--- src/rtl/qspi_arbiter.sv ---
// Arbitrates four requesters onto one QSPI controller: port 0 fixed priority, ports 1..3 round-robin.
// A granted port owns the controller for its whole burst; per-port base offset and CE map are latched at grant.
module qspi_arbiter #(
    parameter int CHIP_SELECTS = 2
) (
    input  logic                      i_clk,
    input  logic                      i_rst_n,
    input  logic [3:0]                i_req_valid,
    input  logic [95:0]               i_req_addr,
    input  logic [63:0]               i_req_wdata,
    input  logic [7:0]                i_req_wstrb,
    input  logic [15:0]               i_req_xfer_len,
    input  logic [4*CHIP_SELECTS-1:0] i_req_ce,
    input  logic [47:0]               i_base_addr,
    output logic [3:0]                o_req_ready,
    output logic [15:0]               o_rdata,
    output logic [1:0]                o_grant,
    output logic                      o_busy,
    output logic [23:0]               o_qspi_addr,
    output logic [15:0]               o_qspi_wdata,
    output logic [1:0]                o_qspi_wstrb,
    output logic [3:0]                o_qspi_xfer_len,
    output logic [CHIP_SELECTS-1:0]   o_qspi_ce,
    output logic                      o_qspi_valid,
    input  logic                      i_qspi_ready,
    input  logic [15:0]               i_qspi_rdata,
    output logic                      o_dbg_state
);

    // Handshake: a requester holds req_valid until its final beat; each qspi_ready
    // completes one beat and is forwarded as req_ready to the granted port only.
    typedef enum logic {ST_IDLE = 1'b0, ST_BUSY = 1'b1} state_t;

    state_t                  r_state;
    state_t                  w_state_nxt;
    logic [1:0]              r_grant;
    logic [1:0]              r_rr_ptr;
    logic [3:0]              r_beat_cnt;
    logic [23:0]             r_qspi_addr;
    logic [3:0]              r_xfer_len;
    logic [CHIP_SELECTS-1:0] r_ce;

    logic [23:0]             w_addr_arr  [4];
    logic [15:0]             w_base_arr  [4];
    logic [15:0]             w_wdata_arr [4];
    logic [1:0]              w_wstrb_arr [4];
    logic [3:0]              w_len_arr   [4];
    logic [CHIP_SELECTS-1:0] w_ce_arr    [4];

    logic [1:0]              w_win;
    logic [23:0]             w_trans_addr;
    logic                    w_last;
    logic                    w_arb_take;
    logic                    w_beat_inc;

    always_comb begin
        for (int i = 0; i < 4; i++) begin
            w_addr_arr[i]  = i_req_addr[24*i +: 24];
            w_wdata_arr[i] = i_req_wdata[16*i +: 16];
            w_wstrb_arr[i] = i_req_wstrb[2*i +: 2];
            w_len_arr[i]   = i_req_xfer_len[4*i +: 4];
            w_ce_arr[i]    = i_req_ce[CHIP_SELECTS*i +: CHIP_SELECTS];
        end
        w_base_arr[0] = 16'h0000;
        w_base_arr[1] = i_base_addr[15:0];
        w_base_arr[2] = i_base_addr[31:16];
        w_base_arr[3] = i_base_addr[47:32];
    end

    // Search starts just after the last round-robin winner, wrapping within 1..3.
    function automatic logic [1:0] rr_pick(input logic [1:0] ptr, input logic [3:0] valid);
        logic [1:0] p;
        logic [1:0] res;
        logic       hit;
        res = 2'd0;
        hit = 1'b0;
        p   = ptr;
        for (int k = 0; k < 3; k++) begin
            p = (p == 2'd3) ? 2'd1 : p + 2'd1;
            if (!hit && valid[p]) begin
                res = p;
                hit = 1'b1;
            end
        end
        return res;
    endfunction

    always_comb begin
        w_win        = i_req_valid[0] ? 2'd0 : rr_pick(r_rr_ptr, i_req_valid);
        w_trans_addr = w_addr_arr[w_win] + {w_base_arr[w_win], 8'h00};
    end

    assign w_last = (r_beat_cnt == r_xfer_len);

    always_comb begin
        w_state_nxt = r_state;
        w_arb_take  = 1'b0;
        w_beat_inc  = 1'b0;
        case (r_state)
            ST_IDLE: begin
                if (|i_req_valid) begin
                    w_arb_take  = 1'b1;
                    w_state_nxt = ST_BUSY;
                end
            end
            ST_BUSY: begin
                if (i_qspi_ready) begin
                    if (w_last) w_state_nxt = ST_IDLE;
                    else        w_beat_inc  = 1'b1;
                end
            end
            default: w_state_nxt = ST_IDLE;
        endcase
    end

    always_ff @(posedge i_clk or negedge i_rst_n) begin
        if (!i_rst_n) begin
            r_state     <= ST_IDLE;
            r_grant     <= 2'd0;
            r_rr_ptr    <= 2'd3;
            r_beat_cnt  <= 4'd0;
            r_qspi_addr <= 24'd0;
            r_xfer_len  <= 4'd0;
            r_ce        <= '0;
        end else begin
            r_state <= w_state_nxt;
            if (w_arb_take) begin
                r_grant     <= w_win;
                r_qspi_addr <= w_trans_addr;
                r_xfer_len  <= w_len_arr[w_win];
                r_ce        <= w_ce_arr[w_win];
                r_beat_cnt  <= 4'd0;
                if (w_win != 2'd0) r_rr_ptr <= w_win;
            end else if (w_beat_inc) begin
                r_beat_cnt <= r_beat_cnt + 4'd1;
            end
        end
    end

    // Valid drops combinationally on the final beat so the controller cannot restart.
    assign o_qspi_valid    = (r_state == ST_BUSY) && !(i_qspi_ready && w_last);
    assign o_req_ready     = ((r_state == ST_BUSY) && i_qspi_ready) ? (4'b0001 << r_grant) : 4'b0000;
    assign o_rdata         = i_qspi_rdata;
    assign o_grant         = r_grant;
    assign o_busy          = (r_state == ST_BUSY);
    assign o_qspi_addr     = r_qspi_addr;
    assign o_qspi_xfer_len = r_xfer_len;
    assign o_qspi_ce       = r_ce;
    assign o_qspi_wdata    = w_wdata_arr[r_grant];
    assign o_qspi_wstrb    = w_wstrb_arr[r_grant];
    assign o_dbg_state     = r_state;

endmodule

--- config.mk ---
export PLATFORM = sky130hd
export DESIGN_NAME = qspi_arbiter
export DESIGN_NICKNAME = d
export VERILOG_FILES = /design/src/rtl/qspi_arbiter.sv
export SDC_FILE = /design/constraint.sdc
export NUM_CORES = 1
export LEC_CHECK = 0
export ABC_AREA = 0
export CAP_MARGIN = 20
export CORE_AREA = 2 2 132 134
export DETAILED_ROUTE_END_ITERATION = 12
export DIE_AREA = 0 0 134 136
export PLACE_DENSITY_LB_ADDON = 0.12
export SLEW_MARGIN = 20
export SYNTH_ARGS = -nofsm -noshare
export SYNTH_HDL_FRONTEND = slang
export SYNTH_SLANG_ARGS = --single-unit
--- constraint.sdc ---
create_clock -name i_clk -period 9.6 [get_ports i_clk]
set_input_delay 1.92 -clock i_clk [delete_from_list [all_inputs] [get_ports i_clk]]
set_output_delay 1.92 -clock i_clk [all_outputs]
set_load 0.005 [all_outputs]
# Word level (Yosys, flattened, before mapping)

Cells that the tools add are included.

Flip-flop bits (word level): 39
Output and inout bits: 73
Bits of input ports: 263

Bitwise logic cells: 3
Add/subtract/negate cells: 5
Order comparisons: 5
Reduce and logical (&&, ||, !) cells: 12
Mux-type cells: 43
Eq/ne operators: 4
Shift operators: 1

Operators by type and width:

| operator                                                 | count |
|---|---|
| binary-select mux 16 bit (select 2 bit)                  | 2 |
| 2-to-1 mux 16 bit                                        | 4 |
| binary-select mux 24 bit (select 2 bit)                  | 1 |
| 2-to-1 mux 24 bit                                        | 2 |
| adder 24 bit                                             | 1 |
| 2-to-1 mux 2 bit                                         | 11 |
| 2-to-1 mux 4 bit                                         | 5 |
| 2-to-1 mux 1 bit                                         | 11 |
| < comparator 2 x 3 -> 1 bit, second input constant       | 3 |
| binary-select mux 2 bit (select 2 bit)                   | 2 |
| binary-select mux 4 bit (select 2 bit)                   | 1 |
| adder 2 x 1 -> 2 bit, second input constant              | 3 |
| binary-select mux 1 bit (select 2 bit)                   | 3 |
| equality test 2 bit, second input constant               | 3 |
| greater-or-equal comparator 3 bit, second input constant | 2 |
| NOT 2 -> 3 bit                                           | 2 |
| logical AND 1 bit                                        | 5 |
| adder 4 x 1 -> 4 bit, second input constant              | 1 |
| equality test 4 bit                                      | 1 |
| nonzero test 2 bit                                       | 2 |
| OR reduction 4 bit                                       | 1 |
| left shift 1 x 2 -> 4 bit, first input constant          | 1 |
| logical NOT 1 bit                                        | 3 |
| one-hot mux 1 bit (2 select lines)                       | 1 |
| other kinds (2)                                          | 2 |

# Logic depth before layout (Yosys ltp)

Word-level depth: 17
Mapped depth: 20
Depth with buffers taken out: 18

# Worst setup path after synthesis

Ideal clock, no wire load.

Kind: in2reg
From: input port i_req_valid[0]
To: register r_qspi_addr[22] (netlist: o_qspi_addr[22])
Buffers on the path: 3
Stages on the path: 17
Data arrival time: 5.410 ns
Path slack: 4.054 ns
Required time: 9.465 ns
Path through: buf_2 mux4_2 a221oi_2 nor2_4 buf_6 buf_2 a211oi_1 a31oi_1 ha_1 fa_1 a21o_1 a21oi_1 o211ai_1 a2111oi_0 o21bai_1 xnor2_1 o21ai_0

Cells in the longest elaborated chain, start to end: 15

Ends and longest elaborated chain:

| item                                                                                                      | line | source |
|---|---|---|
| start, declared                                                                                           | 8    | `input logic [3:0] i_req_valid,` |
| binary-select mux 1 bit (select 2 bit)                                                                    | 80   | `if (!hit && valid[p]) begin` |
| 2-to-1 mux 1 bit (implied by the code)                                                                    | 80   |  |
| 2-to-1 mux 1 bit                                                                                          | 80   |  |
| logical NOT 1 bit                                                                                         | 80   |  |
| logical AND 1 bit                                                                                         | 80   |  |
| 2-to-1 mux 1 bit                                                                                          | 80   |  |
| logical NOT 1 bit                                                                                         | 80   |  |
| logical AND 1 bit                                                                                         | 80   |  |
| 2-to-1 mux 2 bit                                                                                          | 80   |  |
| 2-to-1 mux 2 bit                                                                                          | 89   | `w_win = i_req_valid[0] ? 2'd0 : rr_pick(r_rr_ptr, i_req_valid);` |
| NOT 2 -> 3 bit (implied by the code)                                                                      | 90   | `w_trans_addr = w_addr_arr[w_win] + {w_base_arr[w_win], 8'h00};` |
| binary-select mux 24 bit (select 2 bit) / binary-select mux 16 bit (select 2 bit) (equally long branches) | 90   |  |
| 2-to-1 mux 24 bit (implied by the code) / 2-to-1 mux 16 bit (equally long branches) (2 in series)         | 90   |  |
| adder 24 bit                                                                                              | 90   |  |
| end signal, assigned                                                                                      | 129  | `r_qspi_addr <= w_trans_addr;` |
| end, declared                                                                                             | 39   | `logic [23:0] r_qspi_addr;` |

Parallel ways exist; a longest one is shown, timed or not. The select of a mux whose other input is x is not followed.
A chain may end at the register's enable or synchronous reset.

# Worst setup path in the final report

Same ends and word-level chain as after synthesis.

==> metrics.yaml <==
status: "finished clean"
yosys.cell_types.count: 56
cpMaxStageDelayCell: "clkdlybuf4s50_1"
design_area_um2: 7560
worst_slack_ns: 3.03
crit_chain: "clkdlybuf4s50_1, mux4_2, nand3b_2, a221o_2, buf_4, and2_0, a211oi_1, a31oi_1, ha_1, fa_1, a21o_1, a21oi_1, o211ai_1, a2111oi_0, o21bai_1, xnor2_1, o21ai_0"
clk_latency_ns: 0.28
dp_slack_ns: 2.70
synth_seq_cells: 39
diodes: 0
syn_nets: 805
wl_per_cell_um: 18.6
clock-sinks: 39
routed_via_density: 4.85
yosysWarnings: 0
hp-class: "flip-flop to flip-flop"
tightest_slew_ns: 0.915
chipHeight_um: 136
synthArstFlopShare: 1.00
worstPathMaxFanout: 45
syn_area_um2: 4390
holdPathStages: 2
wl_um: 18900
grt_pass1_vias: 5101
placed_area_um2: 7400
grt_overflow: 0
pwr-share-clk: 0.069
syn2layout_area_growth_pct: 72.1
grtUsageTotal: 0.198
tns_ns: 0
grt_max_degree: 46
ys.flop_type: "dfrtp_1"
cts_buffer_depth: 2
finalMaxSlewViolations: 0
cp.required_ns: 9.74
grt_antenna_before_repair: 0
stdcell_count: 1012
drt_iter0_markers: 160
postCtsSetupRepairBufs: 0
internal-power_uw: 1220
cts_root_buf: "clkbuf_16"
startpoint_type: "primary input"
tritoncts: "built"
clkSlewWorstSetupHoldPaths_ns: 0.06
rr_endpoint: "o_qspi_addr[23]$_DFFE_PN0P_"
synth_area_leader_cell: "dfrtp_1"
die-area_um2: 18200
reg2reg_slack_ns: 4.36
setup_viol: 0
cts_buffers: 5
comb_power_share: 0.793
p_switching_uw: 1120
yosysSeqAreaShare: 0.223
cts_resized: 0
switching_share: 0.479
worst_clock_skew_ns: 0.00662
synth_edf_count: 0
fmax_mhz: 152
hold_path_end: "o_qspi_addr[13]$_DFFE_PN0P_"
leakagePower_uw: 0.00301
p_per_area_nw_per_um2: 310
num_vias: 4912
drc_errors: 0
layout-drive-gt1-share: 0.0877
yosys.area.top_type_share: 0.211
netlist_top_cells_count: "nand2_1 (119), dfrtp_1 (37), o21ai_0 (34)"
yosysMostFrequentCell: "nand2_1"
ant_nets: 0
die-width_um: 134
path_class: "primary input to flip-flop"
syn_area_per_cell_um2: 8.40
grt_first_pass_wirelength_um: 28100
ys_top_cells_by_area: "dfrtp_1 (21%), nand2_1 (10%), mux4_2 (9.7%)"
rows: 48
rsz0062_at_grt: "false"
placedCellCount: 1003
gp_congestion: 0.855
cp_slowest_stage_delay_ns: 0.68
r2r_cells: 16
critPathCaptureType: "flip-flop"
r2r-start: "r_rr_ptr[0]$_DFFE_PN1P_"
hold_viol_final: 0
ir_drop_mv: 0.132
first_pass_iters: 5
dpl.hpwl_um: 15700
htreeDepth: 2
fin_crit_ns: 6.57
max_slew_margin: 0.390
arrival_ns: 6.71
whs_ns: 0.468
holdBufCountCts: 0
maxCapViolations: 0
startpoint: "i_req_valid[0]"
worstHoldStart: "o_qspi_addr[13]$_DFFE_PN0P_"
start_util: 0.260
nets: 1068
synth_cells: 523
core-area_um2: 16900
boundaryPins: 336
io_buffers: 303
post-route-period-util: 0.684
p_seq_frac: 0.137
-- layout by cell type (no fill, tap or decap), types with 18 or more instances in the layout --
master,synthesis,final
dfrtp_1,37,37
o21ai_0,34,34
a211oi_1,22,22
clkdlybuf4s50_1,0,302
nand2_1,119,119
mux2i_1,18,18
mux4_2,19,19
and2_0,23,23
ha_1,18,18
-- kinds of logic after synthesis --
family / Yosys count / synth area share
simple gates: 202 / 0.211
fa+ha+maj: 19 / 0.0558
compound gates: 142 / 0.241
xor+xnor: 22 / 0.0439
mux: 38 / 0.141
buf+inv: 61 / 0.0846
flops: 39 / 0.223
-- state kept, by name, summed over array words and instances, names as in the netlist --
name             count
r_rr_ptr             2
o_grant              2
r_beat_cnt           4
o_qspi_xfer_len      4
o_qspi_ce            2
o_busy               1
o_qspi_addr         24
-- routing by layer --
layer  vias to the layer above  global-route usage  part of all wire
met5                         -                   0                 0
met4                         0              0.0573             0.027
met1                      2250               0.208              0.37
li1                       2398                   -                 -
met3                        31              0.0567             0.084
met2                       233               0.381              0.52
-- stage by stage --
step	utilization	total power [µW]
floorplan	-	1550
global placement	0.439	2170
detailed placement	0.439	2190
CTS	0.447	2370
global route	0.448	2560
finish	0.448	2350
-- power groups by stage --
stage          clock, µW  sequential [µW]  combinational (µW)
2_1_floorplan          0              307                1250
3_3_place_gp           0              323                1850
3_5_place_dp           0              326                1870
4_1_cts              169              324                1880
5_1_grt              176              333                2050
6_report             163              322                1860
-- layout make-up --
cell class,instances,area [µm²]
clock buffer,5,125
timing repair buffer,310,3080
clock inverter,3,20.0
multi-input combinational,423,3040
sequential,39,978
fill,1626,9320
inverter,7,26.3
tap,225,282
-- how the worst max path moves through the flow --
stage	endpoint	slack, ns	depth (start not counted)
finish	o_qspi_addr[22]$_DFFE_PN0P_	3.03	17
floorplan	o_qspi_addr[22]$_DFFE_PN0P_	4.05	17
global placement	o_qspi_addr[22]$_DFFE_PN0P_	2.82	16
global route	o_qspi_addr[22]$_DFFE_PN0P_	2.58	17
detailed placement	o_qspi_addr[22]$_DFFE_PN0P_	2.70	17
CTS	o_qspi_addr[22]$_DFFE_PN0P_	2.98	16
-- worst max-delay path, delay by kind of cell --
family / cells / cell delay, ns
and+or+nand+nor: 2 / 0.34
muxes: 1 / 0.38
AOI/OAI and AO/OA: 9 / 2.15
xor gates and xnor gates: 1 / 0.13
buffers and inverters: 2 / 1.04
adders and majority gates: 2 / 0.70
(Power assumes the default switching activity.)
